File: config.mk
export PLATFORM = sky130hd
export DESIGN_NAME = tcm_dport_arbiter
export DESIGN_NICKNAME = d
export VERILOG_FILES = /design/src/rtl/tcm_arb_pkg.sv /design/src/rtl/tcm_arb_id_fifo.sv /design/src/rtl/tcm_dport_arbiter.sv
export SDC_FILE = /design/constraint.sdc
export NUM_CORES = 1
export LEC_CHECK = 0
export CORE_AREA = 2 2 145 147
export CTS_CLUSTER_SIZE = 14
export DETAILED_ROUTE_END_ITERATION = 16
export DIE_AREA = 0 0 147 149
export GPL_TIMING_DRIVEN = 0
export SLEW_MARGIN = 20
export SYNTH_ARGS = -nofsm -noshare
export SYNTH_HDL_FRONTEND = slang
export SYNTH_SLANG_ARGS = --single-unit
File: constraint.sdc
create_clock -name clk_i -period 4 [get_ports clk_i]
set_input_delay 1 -clock clk_i [delete_from_list [all_inputs] [get_ports clk_i]]
set_output_delay 1 -clock clk_i [all_outputs]
set_load 0.03 [all_outputs]
File: src/rtl/tcm_arb_pkg.sv
// Shared types and defaults for the TCM data-port arbiter.
// Optional perf counters in the top are enabled by TCM_ARB_PERF_EN.
package tcm_arb_pkg;

  localparam int TAG_W_DEF       = 11;
  localparam int OUTSTANDING_DEF = 2;

  localparam logic REQ_CORE = 1'b0;
  localparam logic REQ_EXT  = 1'b1;

  typedef struct packed {
    logic [31:0] addr;
    logic [31:0] data;
    logic        rd;
    logic [3:0]  wr;
  } dreq_t;

  function automatic logic req_valid(
    input logic       rd,
    input logic [3:0] wr
  );
    return rd | (|wr);
  endfunction

endpackage

File: src/rtl/tcm_arb_id_fifo.sv
// In-flight requester-ID FIFO; head names the owner of the next response.
// Push and pop may coincide, including when full.
module tcm_arb_id_fifo
  import tcm_arb_pkg::*;
#(
  parameter int DEPTH = OUTSTANDING_DEF
) (
  input  logic clk,
  input  logic rst,
  input  logic push,
  input  logic pop,
  input  logic id,
  output logic head,
  output logic full,
  output logic empty
);

  localparam int PW = $clog2(DEPTH);
  localparam int CW = $clog2(DEPTH + 1);

  logic [DEPTH-1:0] mem_q;
  logic [PW-1:0]    wr_q;
  logic [PW-1:0]    rd_q;
  logic [CW-1:0]    cnt_q;
  logic             do_push;
  logic             do_pop;

  assign empty   = (cnt_q == '0);
  assign full    = (cnt_q == CW'(DEPTH));
  assign head    = mem_q[rd_q];
  assign do_pop  = pop & ~empty;
  assign do_push = push & (~full | do_pop);

  // DEPTH is a power of two, so pointers wrap naturally.
  always_ff @(posedge clk or posedge rst) begin
    if (rst) begin
      mem_q <= '0;
      wr_q  <= '0;
      rd_q  <= '0;
      cnt_q <= '0;
    end else begin
      if (do_push) begin
        mem_q[wr_q] <= id;
        wr_q        <= wr_q + PW'(1);
      end
      if (do_pop)
        rd_q <= rd_q + PW'(1);
      if (do_push && !do_pop)
        cnt_q <= cnt_q + CW'(1);
      else if (!do_push && do_pop)
        cnt_q <= cnt_q - CW'(1);
    end
  end

endmodule

File: src/rtl/tcm_dport_arbiter.sv
// Round-robin arbiter sharing one TCM data port between LSU (m0) and loader (m1).
// Define TCM_ARB_PERF_EN to add per-requester accepted-transfer counters.
module tcm_dport_arbiter
  import tcm_arb_pkg::*;
#(
  parameter int OUTSTANDING = OUTSTANDING_DEF,
  parameter int TAG_W       = TAG_W_DEF
) (
  input  logic             clk_i,
  input  logic             rst_i,
  input  logic [31:0]      m0_addr_i,
  input  logic [31:0]      m0_data_wr_i,
  input  logic             m0_rd_i,
  input  logic [3:0]       m0_wr_i,
  input  logic [TAG_W-1:0] m0_req_tag_i,
  output logic             m0_accept_o,
  output logic             m0_ack_o,
  output logic [31:0]      m0_data_rd_o,
  output logic [TAG_W-1:0] m0_resp_tag_o,
  input  logic [31:0]      m1_addr_i,
  input  logic [31:0]      m1_data_wr_i,
  input  logic             m1_rd_i,
  input  logic [3:0]       m1_wr_i,
  input  logic [TAG_W-1:0] m1_req_tag_i,
  output logic             m1_accept_o,
  output logic             m1_ack_o,
  output logic [31:0]      m1_data_rd_o,
  output logic [TAG_W-1:0] m1_resp_tag_o,
  output logic [31:0]      tcm_addr_o,
  output logic [31:0]      tcm_data_wr_o,
  output logic             tcm_rd_o,
  output logic [3:0]       tcm_wr_o,
  output logic [TAG_W-1:0] tcm_req_tag_o,
  input  logic             tcm_accept_i,
  input  logic             tcm_ack_i,
  input  logic [31:0]      tcm_data_rd_i,
  input  logic [TAG_W-1:0] tcm_resp_tag_i,
`ifdef TCM_ARB_PERF_EN
  input  logic             perf_clr_i,
  output logic [31:0]      perf_m0_cnt_o,
  output logic [31:0]      perf_m1_cnt_o,
`endif
  output logic             err_o
);

  logic req0, req1;
  logic gnt0, gnt1;
  logic room, push, pop;
  logic push_id;
  logic rr_last_q;
  logic fifo_head, fifo_full, fifo_empty;
  dreq_t sel;
  logic [TAG_W-1:0] sel_tag;

  assign req0 = req_valid(m0_rd_i, m0_wr_i);
  assign req1 = req_valid(m1_rd_i, m1_wr_i);

  assign pop  = tcm_ack_i & ~fifo_empty;
  assign room = ~fifo_full | pop;

  // On contention the side that did not win last time goes first.
  assign gnt0 = room & req0 & (~req1 | (rr_last_q == REQ_EXT));
  assign gnt1 = room & req1 & (~req0 | (rr_last_q == REQ_CORE));

  always_comb begin
    sel     = '0;
    sel_tag = '0;
    unique case (1'b1)
      gnt0: begin
        sel     = '{m0_addr_i, m0_data_wr_i, m0_rd_i, m0_wr_i};
        sel_tag = m0_req_tag_i;
      end
      gnt1: begin
        sel     = '{m1_addr_i, m1_data_wr_i, m1_rd_i, m1_wr_i};
        sel_tag = m1_req_tag_i;
      end
      default: ;
    endcase
  end

  assign tcm_addr_o    = sel.addr;
  assign tcm_data_wr_o = sel.data;
  assign tcm_rd_o      = sel.rd;
  assign tcm_wr_o      = sel.wr;
  assign tcm_req_tag_o = sel_tag;

  assign m0_accept_o = gnt0 & tcm_accept_i;
  assign m1_accept_o = gnt1 & tcm_accept_i;
  assign push        = m0_accept_o | m1_accept_o;
  assign push_id     = gnt1 ? REQ_EXT : REQ_CORE;

  tcm_arb_id_fifo #(
    .DEPTH(OUTSTANDING)
  ) u_id_fifo (
    .clk   (clk_i),
    .rst   (rst_i),
    .push  (push),
    .pop   (pop),
    .id    (push_id),
    .head  (fifo_head),
    .full  (fifo_full),
    .empty (fifo_empty)
  );

  assign m0_ack_o      = pop & (fifo_head == REQ_CORE);
  assign m1_ack_o      = pop & (fifo_head == REQ_EXT);
  assign m0_data_rd_o  = m0_ack_o ? tcm_data_rd_i : '0;
  assign m1_data_rd_o  = m1_ack_o ? tcm_data_rd_i : '0;
  assign m0_resp_tag_o = m0_ack_o ? tcm_resp_tag_i : '0;
  assign m1_resp_tag_o = m1_ack_o ? tcm_resp_tag_i : '0;

  always_ff @(posedge clk_i or posedge rst_i) begin
    if (rst_i) begin
      rr_last_q <= REQ_EXT;
      err_o     <= 1'b0;
    end else begin
      if (push)
        rr_last_q <= push_id;
      if (tcm_ack_i && fifo_empty)
        err_o <= 1'b1;
    end
  end

`ifdef TCM_ARB_PERF_EN
  always_ff @(posedge clk_i or posedge rst_i) begin
    if (rst_i) begin
      perf_m0_cnt_o <= '0;
      perf_m1_cnt_o <= '0;
    end else if (perf_clr_i) begin
      perf_m0_cnt_o <= '0;
      perf_m1_cnt_o <= '0;
    end else begin
      if (m0_accept_o && (perf_m0_cnt_o != 32'hFFFF_FFFF))
        perf_m0_cnt_o <= perf_m0_cnt_o + 32'd1;
      if (m1_accept_o && (perf_m1_cnt_o != 32'hFFFF_FFFF))
        perf_m1_cnt_o <= perf_m1_cnt_o + 32'd1;
    end
  end
`endif

endmodule

After elaboration in Yosys (flattened, before gate mapping)
Cells that the tools add are included.
{ "totals": {"regBits": 8, "input_bits": 207, "out_inout_bits": 171, "elab_cells": 62} }
{ "classes": {"n_addsub": 4, "magnitude_cmp": 3, "n_eq_ne": 1, "n_mux": 14, "n_bitwise": 24, "reduce_logical": 10} }
{ "ops": {"columns": ["operator", "count"], "rows": [
  ["one-hot mux 69 bit (2 select lines)", 1],
  ["two-way mux 32 bit", 2],
  ["two-way mux 11 bit", 2],
  ["one-hot mux 11 bit (2 select lines)", 1],
  ["AND 1 bit", 11],
  ["OR reduction 4 bit", 2],
  ["bitwise OR 1 bit", 7],
  ["inverter 1 bit", 6],
  ["logical AND 1 bit", 4],
  ["less-than comparator 1 x 2 -> 1 bit, second input constant", 2],
  ["two-way mux 1 bit", 4],
  ["two-way mux 2 bit", 2],
  ["adder 1 bit, second input constant", 2],
  ["adder 2 x 1 -> 2 bit, second input constant", 1],
  ["bitwise mux 2 bit", 1],
  ["== test 2 bit, second input constant", 1],
  ["logical NOT 1 bit", 2],
  ["logical NOT 2 bit", 1],
  ["nonzero test 2 bit", 1],
  ["subtractor 2 x 1 -> 2 bit, second input constant", 1],
  ["demux 1 bit (select 1 bit)", 1],
  [">= comparator 1 bit, second input constant", 1]
]} }

Logic depth before layout (Yosys ltp)
Gate-level depths: netlist of the first run.
{ "depth": {"word_depth": 13, "depth_mapped": 7, "depth_no_buf": 7} }

Modules after synthesis
Synthesis of the first run repeated with hierarchy kept, for this count alone.
{ "unflattened": {"cells_unflattened": 424, "area_unflattened_um2": 2413.6} }
{ "by_module_without_submodules": {"columns": ["module", "instances", "cells_each", "area_per_inst_um2"], "rows": [
  ["tcm_dport_arbiter", 1, 397, 2105.8],
  ["tcm_arb_id_fifo", 1, 27, 307.8]
]} }

Worst setup path after synthesis of the first run
Ideal clock, no wire load.
{ "synth_path": {"kind": "input port to output port", "startpoint": "in m1_wr_i[1]", "endpoint": "out tcm_addr_o[21]", "arrival_ns": 2.640, "path_slack_ns": 0.360, "stages": 5, "path_cell_list": "or4_4 > o21ba_4 > nor3_4 > buf_6 > a22o_1"} }
{ "synth_via": {"elab_chain_cells": 6, "elab_cells_between_ends": 8, "classes_between": "mux (1); bitwise (6); reduce/logical (1)"} }
{ "synth_lines": {"columns": ["item", "line_no", "source"], "rows": [
  ["start: declaration", "tcm_dport_arbiter.sv:23", "input logic [3:0] m1_wr_i,"],
  ["OR reduction 4 bit (*)", "tcm_arb_pkg.sv:22", "return rd | (|wr);"],
  ["bitwise OR 1 bit (*)", "tcm_arb_pkg.sv:22", null],
  ["inverter 1 bit", "tcm_dport_arbiter.sv:62", "assign gnt0 = room & req0 & (~req1 | (rr_last_q == REQ_EXT));"],
  ["bitwise OR 1 bit", "tcm_dport_arbiter.sv:62", null],
  ["AND 1 bit", "tcm_dport_arbiter.sv:62", null],
  ["one-hot mux 69 bit (2 select lines) (*)", "tcm_dport_arbiter.sv:68", "unique case (1'b1)"],
  ["end: declaration", "tcm_dport_arbiter.sv:29", "output logic [31:0] tcm_addr_o,"]
]} }
Every way passes the cells marked *; elsewhere a longest branch is shown, timed or not.

Worst setup path after layout of the first run
{ "layout_path": {"startpoint": "in m1_wr_i[1]", "endpoint": "out tcm_data_wr_o[23]"} }
{ "layout_via": {"elab_chain_cells": 6, "elab_cells_between_ends": 8, "classes_between": "mux (1); bitwise (6); reduce/logical (1)"} }
{ "layout_lines": {"columns": ["item", "line_no", "source"], "rows": [
  ["OR reduction 4 bit (*)", "tcm_arb_pkg.sv:22", null],
  ["bitwise OR 1 bit (*)", "tcm_arb_pkg.sv:22", null],
  ["inverter 1 bit", "tcm_dport_arbiter.sv:62", null],
  ["bitwise OR 1 bit", "tcm_dport_arbiter.sv:62", null],
  ["AND 1 bit", "tcm_dport_arbiter.sv:62", null],
  ["one-hot mux 69 bit (2 select lines) (*)", "tcm_dport_arbiter.sv:68", null],
  ["end: declaration", "tcm_dport_arbiter.sv:30", "output logic [31:0] tcm_data_wr_o,"]
]} }
Marks and branches as above.

==> results.txt, run 1 <==
----------------------------------------------------
[Outcome]
  Status ... finished clean

[Place]
  Port buffer count ... 377
  Setup WS pre-CTS ... -1.13 ns
  Placer congestion estimate ... 0.773
  Total half-perimeter wirelength after legalization and detailed placement ... 12.3 mm

[Finish]
  Proportion of layout cells with a drive suffix above 1 ... 24.2%
  Area of all sequential standard cells ... 201 µm²
  Area growth syn-to-layout ... 222%
  Antenna diode count ... 0
  Net total in the final layout ... 842
  # fillers ... 2259
  Footprint of the multi-input gates ... 0.00157 mm²

[Flow run]
  Max-cap violation count ... 0

[Synthesis]
  Post-synth EDFFs ... 0
  Area share of the largest cell type after synthesis ... 37.1%
  Top cell types by occurrence after synthesis ... and2_1 (87), a22o_1 (79), clkbuf_1 (9)
  Post-synth ARST share ... 100%
  Share of the yosys chip area belonging to registers ... 10.8%
  Cell type with the highest aggregate area in the netlist ... a22o_1
  Leading cell types by total area after synthesis ... a22o_1 (37%), and2_1 (29%), dfrtp_1 (9.4%)
  Syn nets ... 441
  Post-Syn Area per Cell ... 8.01 µm²
  Warnings, synthesis ... 0
  Most instantiated flip-flop cell in the synthesis netlist ... dfrtp_1
  Number of distinct library cells after synthesis ... 28
  Gate count of the mapped netlist ... 233
  Summed instance area of the synthesized netlist ... 0.00187 mm²
  Top-count cell post-synth ... and2_1
  Register bit count reported by yosys ... 8

[Power and ir drop]
  Relative contribution of sequential cells to total power ... 3.8%
  Switching power summed over all nets ... 0.00241 W
  Portion of total power attributed to combinational logic ... 92.2%
  Total power of the final layout ... 0.00432 W
  Switching Share ... 55.7%
  Internal cell power ... 0.00191 W
  Cell area power density ... 719 mW/mm²
  Share of power burned in the clock network ... 4.1%
  Worst IR Drop VDD ... 0.239 mV
  Static Leakage ... 2.88 nW

[CTS]
  Clock network latency to the later pin of the worst-skew pair ... 0.23 ns
  CTS Root Cell ... clkbuf_16
  H-Tree Level Count ... 1
  Number of buffers added to fix hold violations after cts ... 0
  TritonCTS clock tree ... built
  Clock input transition at the sequential cells of the worst setup and hold paths ... 0.04 ns
  Total clock buffers created by CTS ... 3
  Number of clock sinks ... 8
  Maximum buffer depth of the clock tree ... 2

[Timing]
  Post-route clock skew ... 0.000413 ns
  Setup repair after global routing missed its margin ... true
  Relative slew slack ... 68.8%
  Crit share post-route ... 99.1%
  Slew at the pin closest to its max-slew limit ... 0.466 ns
  Final worst slack ... 0.0364 ns
  Final number of hold-violating endpoints ... 0
  Fmax ... 252 MHz
  Final slew viol count ... 0
  Sum of negative setup slack ... 0 ns
  Total setup violations reported at the end of the flow ... 0
  Minimum clock period after layout ... 3.96 ns
  Worst slack on hold paths ... 0.454 ns

[Worst setup path]
  Setup crit end kind ... output pin
  Worst endpoint data arrival time ... 2.96 ns
  Crit start category ... primary input
  Worst Path Max Fanout ... 10
  Class of the most critical setup path ... in2out
  Required time reported for the critical path endpoint ... 3.00 ns

[Floorplanning]
  Die area ... 0.0219 mm²
  Number of standard-cell rows in the floorplan ... 53
  Die outline height ... 149 µm
  IO Pins ... 378
  Effective utilization at floorplan ... 9.07%
  Width of the die ... 147 µm
  Core area ... 0.0206 mm²

[Routing]
  Number of optimization iterations in the first detailed-route pass ... 4
  Vias ... 3409
  DRC violation count after routing ... 0
  Remaining antenna violation count ... 0
  Final WL ... 14.4 mm
  Average wire per cell in the routed design ... 15.9 µm
  Per-cell via count in the routed design ... 3.75
  Iteration-0 DRC count of the detailed router ... 61

[GRT]
  Maximum number of pins on one net before global-route repair ... 11
  First-pass GRT wire length ... 19.9 mm
  Via count of the first global-routing pass ... 3335
  Total routing usage reported by global routing ... 11.9%
  GRT Residual Overflow ... 0
  Antenna violations before repair ... 0

[Min path]
  Type of the worst min-delay path ... reg2reg

----------------------------------------------------
[state kept, by name, indices dropped and copies added (netlist names)]
signal,flops
rr_last_q,1
err_o,1
u_id_fifo.cnt_q,2
u_id_fifo.mem_q,2
u_id_fifo.wr_q,1
u_id_fifo.rd_q,1
[cells by family after synthesis]
kind of cell	Yosys count	share of synthesized area, %
flip-flops	8	10.8
AO/OA/AOI/OAI	89	41.9
AND/OR/NAND/NOR	102	34.6
multiplexers	1	0.537
XOR/XNOR	5	2.35
buffers and inverters	27	9.19
adder cells (fa/ha/maj)	1	0.671
[power groups by stage]
stage	Clock [W]	Combinational [W]	Sequential, W
3_5_place_dp	0	0.00403	0.000158
5_1_grt	0.000184	0.00420	0.000168
4_1_cts	0.000176	0.00401	0.000160
3_3_place_gp	0	0.00404	0.000156
6_report	0.000176	0.00398	0.000162
2_1_floorplan	0	0.00231	0.000150
[routing by layer]
| layer | routed length, µm | GRT usage, % |
|---|---|---|
| met4 | 133 | 1.97 |
| met1 | 5400 | 13.2 |
| met2 | 7820 | 23.8 |
| met3 | 1070 | 2.14 |
| met5 | 0 | 0 |
[final timing paths]
kind                            slack, ns                        endpoint                      startpoint  depth (start not counted)
min in group asynchronous            1.02               err_o$_DFFE_PP0P_                           rst_i                          2
worst min-delay path                 0.45               err_o$_DFFE_PP0P_               err_o$_DFFE_PP0P_                          1
worst min register to register       0.45               err_o$_DFFE_PP0P_               err_o$_DFFE_PP0P_                          1
worst max-delay path                 0.04               tcm_data_wr_o[23]                      m1_wr_i[1]                          9
worst max register to register       2.00  u_id_fifo.cnt_q[1]$_DFFE_PP0P_  u_id_fifo.cnt_q[0]$_DFFE_PP0P_                          7
max in group asynchronous            2.69           rr_last_q$_DFFE_PP1P_                           rst_i                          2
[placed cells by master (no fill, tap or decap), types with 3 or more instances in the layout]
cell type        netlist  routed
and2_1                87      87
clkdlybuf4s50_1        0     208
clkbuf_16              0       3
buf_4                  0      50
clkbuf_2               0      14
xnor2_1                3       3
clkbuf_4               0       5
dlygate4sd2_1          0      79
a22o_1                79      77
a22o_4                 1       3
dfrtp_1                7       7
nor2_4                 0       3
buf_2                  8      35
clkdlybuf4s15_2        0       5
buf_6                  8      19
[metrics by stage]
| stage | instance area (µm²) | std cells | utilization, % |
|---|---|---|---|
| floorplan | 1870 | 233 | - |
| global placement | 5980 | 885 | 29.1 |
| detailed placement | 5980 | 885 | 29.1 |
| CTS | 6020 | 904 | 29.3 |
| global route | 6010 | 908 | 29.3 |
| finish | 6010 | 908 | 29.3 |
[layout make-up]
class                           count  area share (%)
Sequential cell                     8            3.35
Tap cell                          275            5.72
Clock buffer                        4            1.31
Timing Repair Buffer              396            59.7
Inverter                            2           0.125
Buffer                             25            3.77
Multi-Input combinational cell    198            26.1
[critical path: stages]
cell and delay, ns:
dlygate4sd2_1 0.27, or4_4 0.57, o21ba_4 0.23, nor3_4 0.16, buf_6 0.15, buf_12 0.11
buf_6 0.13, a22o_1 0.15, clkbuf_4 0.19
[repair_timing]
action,in CTS,in global routing
pin swaps,9,5
setup buffers,13,4
gates cloned,2,0
resized for setup,556,58
setup endpoints to repair,170,92
No activity file was read; power rests on OpenSTA's default activity.
==> inputs of run 2 (changes only) <==
SYNTH_HIERARCHICAL = 1   (was unset)
==> results.txt, run 2 <==
----------------------------------------------------
[Flow run]
  Max-cap violation count ... 0 (unchanged)

[Finish]
  Leading cell types in the layout, fill and taps excluded ... clkdlybuf4s50_1 (212), nand2_1 (153), dlymetal6s2s_1 (76), buf_4 (45), and2_1 (44) (was clkdlybuf4s50_1 (208), and2_1 (87), dlygate4sd2_1 (79), a22o_1 (77), buf_4 (50))
  Registers with the most flip-flops ... u_id_fifo/cnt_q (2), u_id_fifo/mem_q (2) (was u_id_fifo.cnt_q (2), u_id_fifo.mem_q (2))
  Commonest non-fill, non-tap cell in the layout ... clkdlybuf4s50_1 (unchanged)
  Net total in the final layout ... 1020 (was 842)
  Post-route design area ... 0.00732 mm² (was 0.00601 mm²)
  Final cell count without fillers ... 1086 (was 908)
  # fillers ... 2175 (was 2259)
  Proportion of layout cells with a drive suffix above 1 ... 24.0% (was 24.2%)
  Area growth syn-to-layout ... 203% (was 222%)
  Antenna diode count ... 0 (unchanged)
  Post-route core utilization ... 35.6% (was 29.3%)

[Power and ir drop]
  Cell area power density ... 717 mW/mm² (was 719 mW/mm²)
  Static Leakage ... 4.49 nW (was 2.88 nW)
  Worst IR Drop VDD ... 0.242 mV (was 0.239 mV)

[Routing]
  Iteration-0 DRC count of the detailed router ... 181 (was 61)
  Number of optimization iterations in the first detailed-route pass ... 4 (unchanged)
  Final WL ... 17.9 mm (was 14.4 mm)
  Vias ... 4525 (was 3409)
  Remaining antenna violation count ... 0 (unchanged)
  Per-cell via count in the routed design ... 4.17 (was 3.75)
  DRC violation count after routing ... 0 (unchanged)
  Average wire per cell in the routed design ... 16.5 µm (was 15.9 µm)

[Floorplanning]
  Die area ... 0.0219 mm² (unchanged)
  IO Pins ... 378 (unchanged)
  Die outline height ... 149 µm (unchanged)
  Core area ... 0.0206 mm² (unchanged)
  Number of standard-cell rows in the floorplan ... 53 (unchanged)
  Width of the die ... 147 µm (unchanged)
  Effective utilization at floorplan ... 11.7% (was 9.07%)

[CTS]
  TritonCTS clock tree ... built (unchanged)
  Maximum buffer depth of the clock tree ... 2 (unchanged)
  CTS Root Cell ... clkbuf_16 (unchanged)
  Number of clock sinks ... 8 (unchanged)
  Clock network latency to the later pin of the worst-skew pair ... 0.23 ns (about the same)
  Total clock buffers created by CTS ... 3 (unchanged)
  H-Tree Level Count ... 1 (unchanged)
  Clock input transition at the sequential cells of the worst setup and hold paths ... 0.04 ns (about the same)

[Synthesis]
  Register bit count reported by yosys ... 8 (unchanged)
  Number of distinct library cells after synthesis ... 32 (was 28)
  Summed instance area of the synthesized netlist ... 0.00241 mm² (was 0.00187 mm²)
  Post-synth ARST share ... 100% (unchanged)
  Share of the yosys chip area belonging to registers ... 8.35% (was 10.8%)
  Post-synth EDFFs ... 0 (unchanged)
  Area share of the largest cell type after synthesis ... 24.0% (was 37.1%)
  Leading cell types by total area after synthesis ... nand2_1 (24%), o22ai_1 (19%), and2_1 (11%) (was a22o_1 (37%), and2_1 (29%), dfrtp_1 (9.4%))
  Most instantiated flip-flop cell in the synthesis netlist ... dfrtp_1 (unchanged)
  Gate count of the mapped netlist ... 424 (was 233)
  Top cell types by occurrence after synthesis ... nand2_1 (154), o22ai_1 (75), and2_1 (44) (was and2_1 (87), a22o_1 (79), clkbuf_1 (9))
  Post-Syn Area per Cell ... 5.69 µm² (was 8.01 µm²)
  Cell type with the highest aggregate area in the netlist ... nand2_1 (was a22o_1)
  Syn nets ... 632 (was 441)
  Top-count cell post-synth ... nand2_1 (was and2_1)
  Warnings, synthesis ... 6 (was 0)

[Outcome]
  Status ... finished clean (unchanged)

[Timing]
  Slew at the pin closest to its max-slew limit ... 0.434 ns (was 0.466 ns)
  Minimum clock period after layout ... 3.97 ns (was 3.96 ns)
  Final slew viol count ... 0 (unchanged)
  Post-route clock skew ... 0.00152 ns (was 0.000413 ns)
  Setup repair after global routing missed its margin ... true (unchanged)
  Fmax ... 252 MHz (about the same)
  Relative slew slack ... 71.0% (was 68.8%)
  Crit share post-route ... 99.3% (was 99.1%)
  Total setup violations reported at the end of the flow ... 0 (unchanged)
  Final number of hold-violating endpoints ... 0 (unchanged)
  Worst slack on hold paths ... 0.471 ns (was 0.454 ns)

[Worst setup path]
  Required time reported for the critical path endpoint ... 3.00 ns (about the same)
  Cell Chain, Critical Path ... clkdlybuf4s50_1 -> or4_4 -> o21bai_4 -> nand2_8 -> buf_12 -> buf_12 -> o22ai_2 -> buf_6 (was dlygate4sd2_1 -> or4_4 -> o21ba_4 -> nor3_4 -> buf_6 -> buf_12 -> buf_6 -> a22o_1 -> clkbuf_4)
  Crit start category ... primary input (unchanged)
  Largest stage delay, worst path ... 0.52 ns (was 0.57 ns)
  Library cell contributing the largest single delay on the critical path ... or4_4 (unchanged)
  Worst Path Max Fanout ... 10 (unchanged)
  Most frequent cell on the critical path ... buf_12 (was buf_6)
  Class of the most critical setup path ... in2out (unchanged)
  Worst endpoint data arrival time ... 2.97 ns (was 2.96 ns)
  Setup crit end kind ... output pin (unchanged)

[GRT]
  Via count of the first global-routing pass ... 4286 (was 3335)
  First-pass GRT wire length ... 24.8 mm (was 19.9 mm)
  GRT Residual Overflow ... 0 (unchanged)
  Antenna violations before repair ... 0 (unchanged)
  Maximum number of pins on one net before global-route repair ... 12 (was 11)
  Total routing usage reported by global routing ... 14.4% (was 11.9%)

[Place]
  Placed standard-cell area ... 0.00653 mm² (was 0.00598 mm²)
  Placer congestion estimate ... 0.826 (was 0.773)
  Port buffer count ... 377 (unchanged)
  Placed cell count ... 1076 (was 885)
  Total half-perimeter wirelength after legalization and detailed placement ... 14.2 mm (was 12.3 mm)

[Min path]
  Type of the worst min-delay path ... reg2reg (unchanged)

----------------------------------------------------
[run 2: power by group]
part | internal (W) | switching (W)
Combinational | 0.00201 | 0.00290
Sequential | 0.000124 | 0.0000410
Clock | 0.000133 | 0.0000438
Total | 0.00227 | 0.00298
[run 2: timing repair]
item,in CTS,in global routing
hold buffers,0,0
pin swaps,1,6
buffers inserted,2,1
cloned,1,2
gates resized for setup,442,281
endpoints found under the setup margin,161,153
[run 2: cells by family (layout without fill, tap and decap cells)]
| family | Yosys count | count (layout) | synth area share (%) |
|---|---|---|---|
| simple gates | 265 | 265 | 52.5 |
| compound gates | 94 | 94 | 24.9 |
| buf+inv | 49 | 436 | 10.9 |
| flops | 8 | 8 | 8.35 |
| xor+xnor | 5 | 5 | 1.81 |
| mux | 2 | 2 | 1.09 |
| fa+ha+maj | 1 | 1 | 0.518 |
[run 2: worst max-delay path: cells and delay by family]
family | cells | cell delay [ns]
AO/OA/AOI/OAI | 2 | 0.42
buffers and inverters | 4 | 0.92
AND/OR/NAND/NOR | 2 | 0.62
[run 2: final cells by class]
class                   instances  area [µm²]  area share [%]
plain buffers                  45         397            5.42
clock buffers                   4        78.8            1.08
inverters                       4        15.0           0.205
multi-input cells             367        2380            32.5
flip-flops and latches          8         201            2.75
well taps                     275         344            4.70
repair buffers                383        3910            53.4
[run 2: final timing paths]
path,startpoint,to,slack [ns],cells after the start
worst max-delay path,m1_wr_i[2],tcm_addr_o[16],0.03,8
worst min-delay path,err_o$_DFFE_PP0P_,err_o$_DFFE_PP0P_,0.47,1
worst max register to register,u_id_fifo/cnt_q[0]$_DFFE_PP0P_,u_id_fifo/cnt_q[1]$_DFFE_PP0P_,1.53,12
worst min register to register,err_o$_DFFE_PP0P_,err_o$_DFFE_PP0P_,0.47,1
max in group asynchronous,rst_i,u_id_fifo/mem_q[0]$_DFFE_PP0P_,2.78,2
min in group asynchronous,rst_i,err_o$_DFFE_PP0P_,0.96,2
[run 2: per-stage QoR]
| stage | total power, W | worst slack [ns] | TNS [ns] |
|---|---|---|---|
| after floorplan | 0.00272 | 0.411 | 0 |
| after global placement | 0.00462 | -1.04 | -78.45 |
| after detailed placement | 0.00461 | -1.01 | -77.85 |
| after CTS | 0.00474 | -0.0938 | -4.62 |
| after global routing | 0.00554 | -0.0202 | -0.0315 |
| final | 0.00525 | 0.0280 | 0 |
[run 2: metal layers]
layer  wire [µm]  vias to the layer above  GRT usage (%)
met5           0                        -              0
met4         396                        0           3.32
met3        1260                       24           3.52
met2        8950                      221           25.6
met1        7300                     2050           17.4
li1            -                     2230              -
